--- src/rtl/exec_issue_arbiter.sv ---
// Round-robin arbiter that shares one execution unit between NUM_REQ requesters:
// grant, operand capture, issue, bounded wait for the result, and routed response.
module exec_issue_arbiter #(
  parameter int NUM_REQ    = 2,
  parameter int DATA_WIDTH = 32,
  parameter int TIMEOUT    = 15
) (
  input  logic                          clk,
  input  logic                          reset,
  input  logic [NUM_REQ-1:0]            req_valid,
  output logic [NUM_REQ-1:0]            req_ready,
  input  logic [7*NUM_REQ-1:0]          req_opcode,
  input  logic [3*NUM_REQ-1:0]          req_funct3,
  input  logic [7*NUM_REQ-1:0]          req_funct7,
  input  logic [21*NUM_REQ-1:0]         req_imm,
  input  logic [DATA_WIDTH*NUM_REQ-1:0] req_src1,
  input  logic [DATA_WIDTH*NUM_REQ-1:0] req_src2,
  output logic [NUM_REQ-1:0]            rsp_valid,
  output logic [DATA_WIDTH-1:0]         rsp_data,
  output logic                          rsp_error,
  output logic                          busy,
  input  logic                          system_stall,
  output logic [6:0]                    eu_instruction_type,
  output logic [2:0]                    eu_funct3,
  output logic [6:0]                    eu_funct7,
  output logic [20:0]                   eu_immediate,
  output logic [DATA_WIDTH-1:0]         eu_data_src1,
  output logic [DATA_WIDTH-1:0]         eu_data_src2,
  output logic                          eu_system_stall,
  input  logic [DATA_WIDTH-1:0]         eu_result,
  input  logic                          eu_result_valid,
  output logic [1:0]                    dbg_state
);

  // Handshake: a request is accepted in the cycle where req_valid[i] and req_ready[i]
  // are both high; requesters keep req_* stable until then. rsp_valid is a one-cycle
  // strobe with no back-pressure.

  localparam int IW = (NUM_REQ > 1) ? $clog2(NUM_REQ) : 1;
  localparam int CW = $clog2(TIMEOUT + 1);

  typedef enum logic [1:0] {
    S_IDLE  = 2'd0,
    S_ISSUE = 2'd1,
    S_WAIT  = 2'd2,
    S_RESP  = 2'd3
  } state_t;

  state_t                r_state;
  state_t                w_next;
  logic [IW-1:0]         r_rr;
  logic [IW-1:0]         r_grant;
  logic [CW-1:0]         r_cnt;
  logic [IW-1:0]         w_pick;
  logic [IW:0]           w_idx;
  logic                  w_any;
  logic                  w_grant_ok;
  logic                  w_timeout;
  logic [6:0]            r_eu_op;
  logic [2:0]            r_eu_f3;
  logic [6:0]            r_eu_f7;
  logic [20:0]           r_eu_imm;
  logic [DATA_WIDTH-1:0] r_eu_src1;
  logic [DATA_WIDTH-1:0] r_eu_src2;
  logic [DATA_WIDTH-1:0] r_rsp_data;
  logic                  r_rsp_error;

  // First valid requester at or above the rr pointer, wrapping around.
  always_comb begin
    w_any  = 1'b0;
    w_pick = '0;
    w_idx  = '0;
    for (int i = 0; i < NUM_REQ; i++) begin
      w_idx = {1'b0, r_rr} + (IW+1)'(i);
      if (w_idx >= (IW+1)'(NUM_REQ)) w_idx = w_idx - (IW+1)'(NUM_REQ);
      if (!w_any && req_valid[w_idx[IW-1:0]]) begin
        w_any  = 1'b1;
        w_pick = w_idx[IW-1:0];
      end
    end
  end

  assign w_grant_ok = reset && (r_state == S_IDLE) && !system_stall && w_any;
  assign w_timeout  = (r_state == S_WAIT) && !eu_result_valid && !system_stall &&
                      (r_cnt == CW'(TIMEOUT - 1));

  always_comb begin
    w_next = r_state;
    case (r_state)
      S_IDLE:  if (w_grant_ok) w_next = S_ISSUE;
      S_ISSUE: if (!system_stall) w_next = S_WAIT;
      S_WAIT:  if (eu_result_valid || w_timeout) w_next = S_RESP;
      S_RESP:  w_next = S_IDLE;
      default: w_next = S_IDLE;
    endcase
  end

  always_ff @(posedge clk or negedge reset) begin
    if (!reset) begin
      r_state     <= S_IDLE;
      r_rr        <= '0;
      r_grant     <= '0;
      r_cnt       <= '0;
      r_eu_op     <= '0;
      r_eu_f3     <= '0;
      r_eu_f7     <= '0;
      r_eu_imm    <= '0;
      r_eu_src1   <= '0;
      r_eu_src2   <= '0;
      r_rsp_data  <= '0;
      r_rsp_error <= 1'b0;
    end else begin
      r_state <= w_next;
      case (r_state)
        S_IDLE: begin
          if (w_grant_ok) begin
            r_grant   <= w_pick;
            r_eu_op   <= req_opcode[w_pick*7 +: 7];
            r_eu_f3   <= req_funct3[w_pick*3 +: 3];
            r_eu_f7   <= req_funct7[w_pick*7 +: 7];
            r_eu_imm  <= req_imm[w_pick*21 +: 21];
            r_eu_src1 <= req_src1[w_pick*DATA_WIDTH +: DATA_WIDTH];
            r_eu_src2 <= req_src2[w_pick*DATA_WIDTH +: DATA_WIDTH];
          end
        end
        S_WAIT: begin
          // A result arriving on the timeout cycle takes priority over the abort.
          if (eu_result_valid) begin
            r_rsp_data  <= eu_result;
            r_rsp_error <= 1'b0;
          end else if (w_timeout) begin
            r_rsp_data  <= '0;
            r_rsp_error <= 1'b1;
          end else if (!system_stall) begin
            r_cnt <= r_cnt + CW'(1);
          end
        end
        S_RESP: begin
          r_rr      <= (r_grant == IW'(NUM_REQ - 1)) ? '0 : r_grant + IW'(1);
          r_cnt     <= '0;
          r_eu_op   <= '0;
          r_eu_f3   <= '0;
          r_eu_f7   <= '0;
          r_eu_imm  <= '0;
          r_eu_src1 <= '0;
          r_eu_src2 <= '0;
        end
        default: ;
      endcase
    end
  end

  assign req_ready           = w_grant_ok ? (NUM_REQ'(1) << w_pick) : '0;
  assign rsp_valid           = (r_state == S_RESP) ? (NUM_REQ'(1) << r_grant) : '0;
  assign rsp_data            = r_rsp_data;
  assign rsp_error           = r_rsp_error;
  assign busy                = (r_state != S_IDLE);
  assign dbg_state           = r_state;
  assign eu_instruction_type = r_eu_op;
  assign eu_funct3           = r_eu_f3;
  assign eu_funct7           = r_eu_f7;
  assign eu_immediate        = r_eu_imm;
  assign eu_data_src1        = r_eu_src1;
  assign eu_data_src2        = r_eu_src2;
  assign eu_system_stall     = system_stall;

endmodule

--- config.mk ---
export PLATFORM = sky130hd
export DESIGN_NAME = exec_issue_arbiter
export DESIGN_NICKNAME = d
export VERILOG_FILES = /design/src/rtl/exec_issue_arbiter.sv
export SDC_FILE = /design/constraint.sdc
export NUM_CORES = 1
export LEC_CHECK = 0
export CORE_AREA = 2 2 151 153
export CTS_BUF_LIST = sky130_fd_sc_hd__clkbuf_4 sky130_fd_sc_hd__clkbuf_8
export CTS_CLUSTER_SIZE = 8
export DETAILED_ROUTE_END_ITERATION = 6
export DIE_AREA = 0 0 153 155
export MAX_ROUTING_LAYER = met4
export PLACE_DENSITY_LB_ADDON = 0.25
export SYNTH_ARGS = -nofsm -noshare
export SYNTH_HDL_FRONTEND = slang
export SYNTH_SLANG_ARGS = --single-unit
--- constraint.sdc ---
create_clock -name clk -period 3.9 [get_ports clk]
set_input_delay 0.39 -clock clk [delete_from_list [all_inputs] [get_ports clk]]
set_output_delay 0.39 -clock clk [all_outputs]
set_load 0.05 [all_outputs]
==> results of run 1 <==
-- registers in the layout, summed over array words and instances (netlist names) --
register,count
eu_data_src1,32
eu_data_src2,32
rsp_data,32
eu_immediate,21
eu_funct7,7
eu_instruction_type,7
r_cnt,4
eu_funct3,3
dbg_state,2
r_grant,1
r_rr,1
rsp_error,1
-- layer usage --
metal	vias up	track usage (%)	part of all wire [%]
met1	2605	22.3	43
li1	2574	-	-
met2	247	29.4	48
met3	19	5.68	7.3
met5	-	-	0
met4	0	5.07	1.4
-- per-stage QoR --
stage | util, % | setup slack, ns
after floorplan | - | 1.16
after global placement | 49.3 | 0.923
after detailed placement | 49.3 | 0.937
after CTS | 51.1 | 0.635
after global routing | 51.1 | 0.548
final | 51.1 | 0.671
-- power by group through the flow --
stage	sequential [mW]	combinational [mW]	clock, mW
after floorplan	5.06	1.60	0
after CTS	2.68	6.05	1.26
after detailed placement	2.68	6.04	0
after global routing	2.77	6.22	1.33
final	2.68	5.99	1.22
after global placement	2.69	6.00	0
-- cells by family (layout without fill, tap and decap cells) --
group                      Yosys count  in the layout  share of synthesized area (%)
muxes                              103            103                           14.9
adders and majority gates            6              6                           1.08
DFF                                143            143                           51.6
buffers and inverters               49            432                           4.64
and+or+nand+nor                     23             23                           2.07
other                                0              1                              0
AOI/OAI and AO/OA                  150            150                           25.7
-- layout by cell type, fill, tap and decap left out, types with 2 or more instances in the layout --
master,Yosys,final
o31ai_1,2,2
inv_1,6,6
a21oi_1,3,3
mux2i_1,102,102
o2bb2ai_2,80,80
o2bb2ai_1,22,22
inv_6,0,7
a22o_1,32,32
clkbuf_8,0,17
nor2b_1,3,3
dfrtp_1,143,143
buf_12,0,2
nor2_1,5,5
clkdlybuf4s50_1,0,383
buf_4,2,6
ha_1,6,6
o21ai_0,2,2
nand3_1,4,4
inv_8,0,4
and2_1,2,2
-- worst min path at each step --
stage	startpoint	to	slack, ns	cells after the start
4_1_cts	reset	eu_data_src1[4]	0.37	2
5_1_grt	reset	eu_data_src1[3]	0.40	2
3_5_place_dp	reset	eu_data_src1[4]	0.32	1
6_report	reset	eu_data_src1[4]	0.41	2
2_1_floorplan	reset	dbg_state[0]	0.09	0
3_3_place_gp	reset	eu_data_src1[4]	0.31	1
-- worst max-delay path, stage by stage --
cell and delay (ns):
dlygate4sd3_1 0.55, buf_6 0.33, or4b_4 0.55, nor2b_1 0.13, clkdlybuf4s50_1 0.86
-- area by class of cell --
type	count	area (sq um)	area share [%]
Timing Repair Buffer	393	3940	34.7
Sequential cell	143	3580	31.5
Multi-Input combinational cell	282	3060	26.9
Tap cell	285	357	3.14
Clock buffer	17	234	2.06
Clock inverter	15	165	1.45
Inverter	7	26.3	0.231
Antenna cell	1	2.50	0.0220
==> summary.txt, run 1 <==
Outcome
  • Status: completed

Die
  • Die width: approximately 150 microns
  • # IOs: 385
  • DIE HEIGHT: ~160 microns
  • Initial Util: between 30 and 40%
  • Core Box Area: 0.0222 sq mm
  • Die area: around 0.024 sq mm
  • Row count: 55

Synth
  • Yosys warns: 0
  • Count leader, synth: dfrtp_1
  • Post-synthesis sequential area ratio: between 50% and 60%
  • Post-synth EDFFs: 0
  • Area contributors post-synth: dfrtp_1 (52%), o2bb2ai_2 (17%), mux2i_1 (15%)
  • Syn nets: between 700 and 800
  • Syn avg cell area: about 15 sq um
  • Synth unique cells: 38
  • Leading cell types by count after synthesis: dfrtp_1 (143), mux2i_1 (102), o2bb2ai_2 (80), a22o_1 (32), o2bb2ai_1 (22)
  • Area share of the largest cell type after synthesis: about half
  • Synth area leader: dfrtp_1
  • Synth Flop Type: dfrtp_1
  • Post-synth ARST share: 100%
  • Mapped Cells: 474
  • Mapped cell area: 0.00694 sq mm
  • Flop and latch count out of synthesis: roughly 140

Setup path
  • CP startpoint kind: input pin
  • CP Capture Point: req_ready[0]
  • Worst r2r dst: eu_data_src2[28]
  • Critical Path Start: reset
  • Reg2reg setup slack: around 1.3 ns
  • CP required: approximately 3.5 ns
  • WP data arrival: ~2.8 ns
  • RR Startpoint: dbg_state[0]
  • Crit. End Element: output pin
  • Reg2reg path depth: 7
  • CP max FO: just over 40
  • Setup CP Type: input pin to output pin

Finish
  • Layout area overhead: 63.8%
  • Nets@finish: around 1100
  • Finished Layout Cells: approximately 1100
  • Share of layout cells above drive strength 1: between 10 and 15%
  • # fillers: 1963
  • Layout Cell Area excl Fill: around 0.011 sq mm

Power
  • Sw frac: between 40% and 50%
  • Internal: slightly below 5 mW
  • Total Power: 9.88 mW
  • Leakage power: between 4 and 5 nW
  • P per Cell Area: 870 mW/mm^2
  • Switching power: ~4.9 mW
  • Combinational fraction of design power: roughly three fifths
  • Flop pwr share: a little over a quarter
  • Clk pwr share: roughly an eighth
  • Peak supply drop: between 0.5 and 0.6 mV

Routing
  • Via count: about 5400
  • Drt total wl: between 20000 and 25000 microns
  • Drt wl/cell: approximately 19 microns
  • 1st-iter DRT viols: about 200
  • DR pass1 iterations: 4
  • DRC: 0
  • Drt via density: ~4.8
  • Post-DRT Antenna Nets: 0

STA
  • Hold Vio Cnt, Final: 0
  • Setup TNS: 0 ns
  • Final period utilization: between 80 and 90%
  • Worst slew pin tran: between 1 and 1.5 ns
  • Hold WS: 0.409 ns
  • Fmax: 310 MHz
  • RSZ-0062 raised after global routing: false
  • Final-report setup violation count: 0
  • Post-layout min period: between 3 and 4 ns
  • Layout Skew: about 0.016 ns
  • Relative slew slack: 18.1%
  • Slew Limit Fails: 0

Clock network
  • CTS Buf Count: 17
  • Later-pin clock latency in the skew report: about 0.45 ns
  • CTS tree: built
  • Post-CTS Setup Repair Bufs: 0
  • CTS Sinks: between 100 and 150
  • Largest buffer count on any clock path: 2
  • Hold buffer count at cts: 1
  • CTS root buffer: clkbuf_8
  • Clk slew on worst S/H paths: about 0.09 ns
  • H-Tree Depth: 4
  • Post-CTS Resized: 0

Place
  • Inst Count DP: 1109
  • Area of placed instances: ~0.011 sq mm
  • Routability cong.: just under 0.8
  • HPWL after DPL: 15500 microns
  • Port buffer count: about 380

Hold path
  • Min-delay worst type: input pin to asynchronous set/reset pin

GRT
  • Gr ovfl total: 0
  • Largest net degree at the start of global routing: 67
  • GRT Total Usage: a little under a fifth
  • Vias in the first global route: 5716
  • Initial antenna violation count: 1
  • Global-route wire length before repair: about 33000 microns

Job
  • Max-Cap Viols: 0
Power figures use the tool's default switching activity.
==> run 2: changes to the inputs <==
--- a/config.mk
+++ b/config.mk
@@ -5,11 +5,11 @@
 export SDC_FILE = /design/constraint.sdc
 export NUM_CORES = 1
 export LEC_CHECK = 0
-export CORE_AREA = 2 2 151 153
+export CORE_AREA = 2 2 152 154
 export CTS_BUF_LIST = sky130_fd_sc_hd__clkbuf_4 sky130_fd_sc_hd__clkbuf_8
 export CTS_CLUSTER_SIZE = 8
 export DETAILED_ROUTE_END_ITERATION = 6
-export DIE_AREA = 0 0 153 155
+export DIE_AREA = 0 0 154 156
 export MAX_ROUTING_LAYER = met4
 export PLACE_DENSITY_LB_ADDON = 0.25
 export SYNTH_ARGS = -nofsm -noshare
==> constraint.sdc (replaced) <==
create_clock -name clk -period 3.32 [get_ports clk]
set_input_delay 0.332 -clock clk [delete_from_list [all_inputs] [get_ports clk]]
set_output_delay 0.332 -clock clk [all_outputs]
set_load 0.05 [all_outputs]
==> run 2 against run 1 <==
  * The flow now finishes with violations (hold timing)
  * Setup slack worse by 0.48 ns
  * Non-clock buffer count is 1 higher
  * Clock-buffer cell count is 1 higher
  * Final area is 0.30% higher
  * First-iteration DRC count is 7.1% lower
  * Via count is 0.26% higher
  * Global-route usage is 0.18 points lower
  * Highest routed layer unchanged
==> summary.txt, run 2 (synthesis results as in run 1) <==
Outcome
  • Status: finished with violations (was completed)
  • Failing checks: hold timing

Clock network
  • CTS Sinks: 143 (unchanged)
  • Post-CTS Setup Repair Bufs: 0 (unchanged)
  • Hold buffer count at cts: 0 (was 1)
  • H-Tree Depth: 4 (unchanged)
  • Later-pin clock latency in the skew report: 0.44 ns (was 0.45 ns)
  • Post-CTS Resized: 0 (unchanged)
  • Largest buffer count on any clock path: 2 (unchanged)
  • CTS Buf Count: 17 (unchanged)
  • CTS root buffer: clkbuf_8 (unchanged)
  • Clk slew on worst S/H paths: 0.09 ns (about the same)
  • CTS tree: built (unchanged)

STA
  • Final period utilization: between 90% and 100%
  • Slew Limit Fails: 0 (unchanged)
  • Final-report setup violation count: 0 (unchanged)
  • Setup TNS: 0 ns (unchanged)
  • Worst slew pin tran: 0.881 ns (was 1.23 ns)
  • Layout Skew: 0.0170 ns (was 0.0165 ns)
  • Hold WS: -0.0363 ns (was 0.409 ns)
  • Post-layout min period: 3.13 ns
  • Relative slew slack: 41.2% (was 18.1%)
  • Hold Vio Cnt, Final: 30 (was 0)
  • Fmax: about 320 MHz
  • RSZ-0062 raised after global routing: false (unchanged)

Finish
  • Commonest cells after routing, fill and taps aside: clkdlybuf4s50_1 (383), dfrtp_1 (143), mux2i_1 (102) (unchanged)
  • Most common cell after layout, fill and taps aside: clkdlybuf4s50_1 (unchanged)
  • Nets@finish: 1093 (was 1092)
  • Share of layout cells above drive strength 1: 15.0% (was 14.9%)
  • Number of antenna diodes: 0 (was 1)
  • Layout area overhead: 64.3% (was 63.8%)

Routing
  • Drt via density: 4.78 (was 4.76)
  • Drt total wl: 21500 microns (about the same)
  • Drt wl/cell: 18.8 microns (about the same)
  • Post-DRT Antenna Nets: 0 (unchanged)
  • Via count: 5459 (was 5445)
  • 1st-iter DRT viols: 184 (was 198)
  • DRC: 0 (unchanged)
  • DR pass1 iterations: 4 (unchanged)

GRT
  • Vias in the first global route: 5645 (was 5716)
  • Initial antenna violation count: 0 (was 1)
  • GRT Total Usage: 18.1% (was 18.2%)
  • Global-route wire length before repair: 32400 microns (was 32800 microns)
  • Gr ovfl total: 0 (unchanged)
  • Largest net degree at the start of global routing: 145 (was 67)

Power
  • Peak supply drop: 0.546 mV (was 0.542 mV)
  • Internal: 5.99 mW (was 4.97 mW)
  • Combinational fraction of design power: 60.4% (was 60.6%)
  • Total Power: 11.7 mW (was 9.88 mW)
  • Sw frac: 48.8% (was 49.8%)
  • P per Cell Area: 1030 mW/mm^2 (was 870 mW/mm^2)
  • Switching power: 5.70 mW (was 4.92 mW)
  • Leakage power: 4.85 nW (was 4.84 nW)
  • Clk pwr share: 12.6% (was 12.3%)
  • Flop pwr share: 27.0% (was 27.1%)

Job
  • Max-Cap Viols: 0 (unchanged)

Place
  • Port buffer count: 384 (unchanged)
  • Routability cong.: 0.752 (was 0.772)
  • HPWL after DPL: 15800 microns (was 15500 microns)

Die
  • DIE HEIGHT: 156 microns (was 155 microns)
  • Die width: 154 microns (was 153 microns)
  • Initial Util: 31.0% (was 31.2%)
  • Die area: 0.0240 sq mm (was 0.0237 sq mm)
  • # IOs: 385 (unchanged)
  • Row count: 55 (unchanged)
  • Core Box Area: 0.0224 sq mm (was 0.0222 sq mm)

Setup path
  • CP max FO: 5 (was 41)
  • Setup CP Type: flip-flop to output pin (was input pin to output pin)
  • Crit. End Element: output pin (unchanged)
  • CP startpoint kind: flip-flop (was input pin)
  • WP data arrival: 2.80 ns (was 2.84 ns)
  • CP required: 2.99 ns (was 3.51 ns)

Hold path
  • Min-delay worst type: input pin to asynchronous set/reset pin (unchanged)
==> run 2: changes by cell type in the layout (fill, tap and decap cells not counted), sizes merged <==
cell	delta
inv	-7
diode	-1
clkbuf	+1
dlygate4sd3	-1
buf	+2
clkinvlp	+2
bufinv	+2
==> run 2: area by class of cell <==
class / count / area (sq um)
clock buffers: 18 / 248
clock inverters: 12 / 158
fillers: 2002 / 11000
inverters: 7 / 26.3
multi-input cells: 282 / 3060
flip-flops and latches: 143 / 3580
well taps: 285 / 357
repair buffers: 394 / 3970
==> run 2: worst paths after layout <==
kind | cells past startpoint | from | slack (ns) | to
min in group clk | 3 | reset | 0.39 | r_grant
min reg2reg | 1 | eu_data_src2[21] | 0.49 | eu_data_src2[21]
max | 6 | dbg_state[0] | 0.19 | req_ready[1]
max in group asynchronous | 2 | reset | 2.62 | eu_funct3[2]
min | 2 | reset | -0.04 | eu_data_src1[20]
max reg2reg | 7 | dbg_state[0] | 0.84 | eu_funct7[3]
==> run 2: per-layer routing <==
layer / GRT usage [%] / share of wire, % / vias to the layer above
li1: - / - / 2584
met1: 21.4 / 40 / 2613
met2: 30.0 / 50 / 240
met3: 4.81 / 7.5 / 22
met4: 5.96 / 1.9 / 0
met5: - / 0 / -
==> run 2: worst max-delay path: stages (launching register included) <==
cell             delay [ns]
dfrtp_1                0.42
inv_1                  0.12
ha_1                   0.19
inv_2                  0.07
or4b_4                 0.58
nor2_1                 0.16
clkdlybuf4s50_1        0.82
==> run 2: stage by stage <==
step	instances	hold slack, ns	worst slack [ns]	area, sq um	util [%]
2_1_floorplan	474	0.0364	0.637	6940	-
3_3_place_gp	1111	0.470	0.529	11000	49.1
3_5_place_dp	1111	0.473	0.512	11000	49.1
4_1_cts	1141	0.0538	0.157	11400	50.9
5_1_grt	1141	0.0753	0.0970	11400	50.9
6_report	1141	-0.0363	0.186	11400	50.9
==> run 2: power by group through the flow <==
stage	Sequential (mW)	Clock, mW	Combinational [mW]
2_1_floorplan	5.94	0	1.88
3_3_place_gp	3.18	0	7.09
3_5_place_dp	3.16	0	7.15
4_1_cts	3.16	1.53	7.15
5_1_grt	3.28	1.59	7.35
6_report	3.15	1.47	7.07
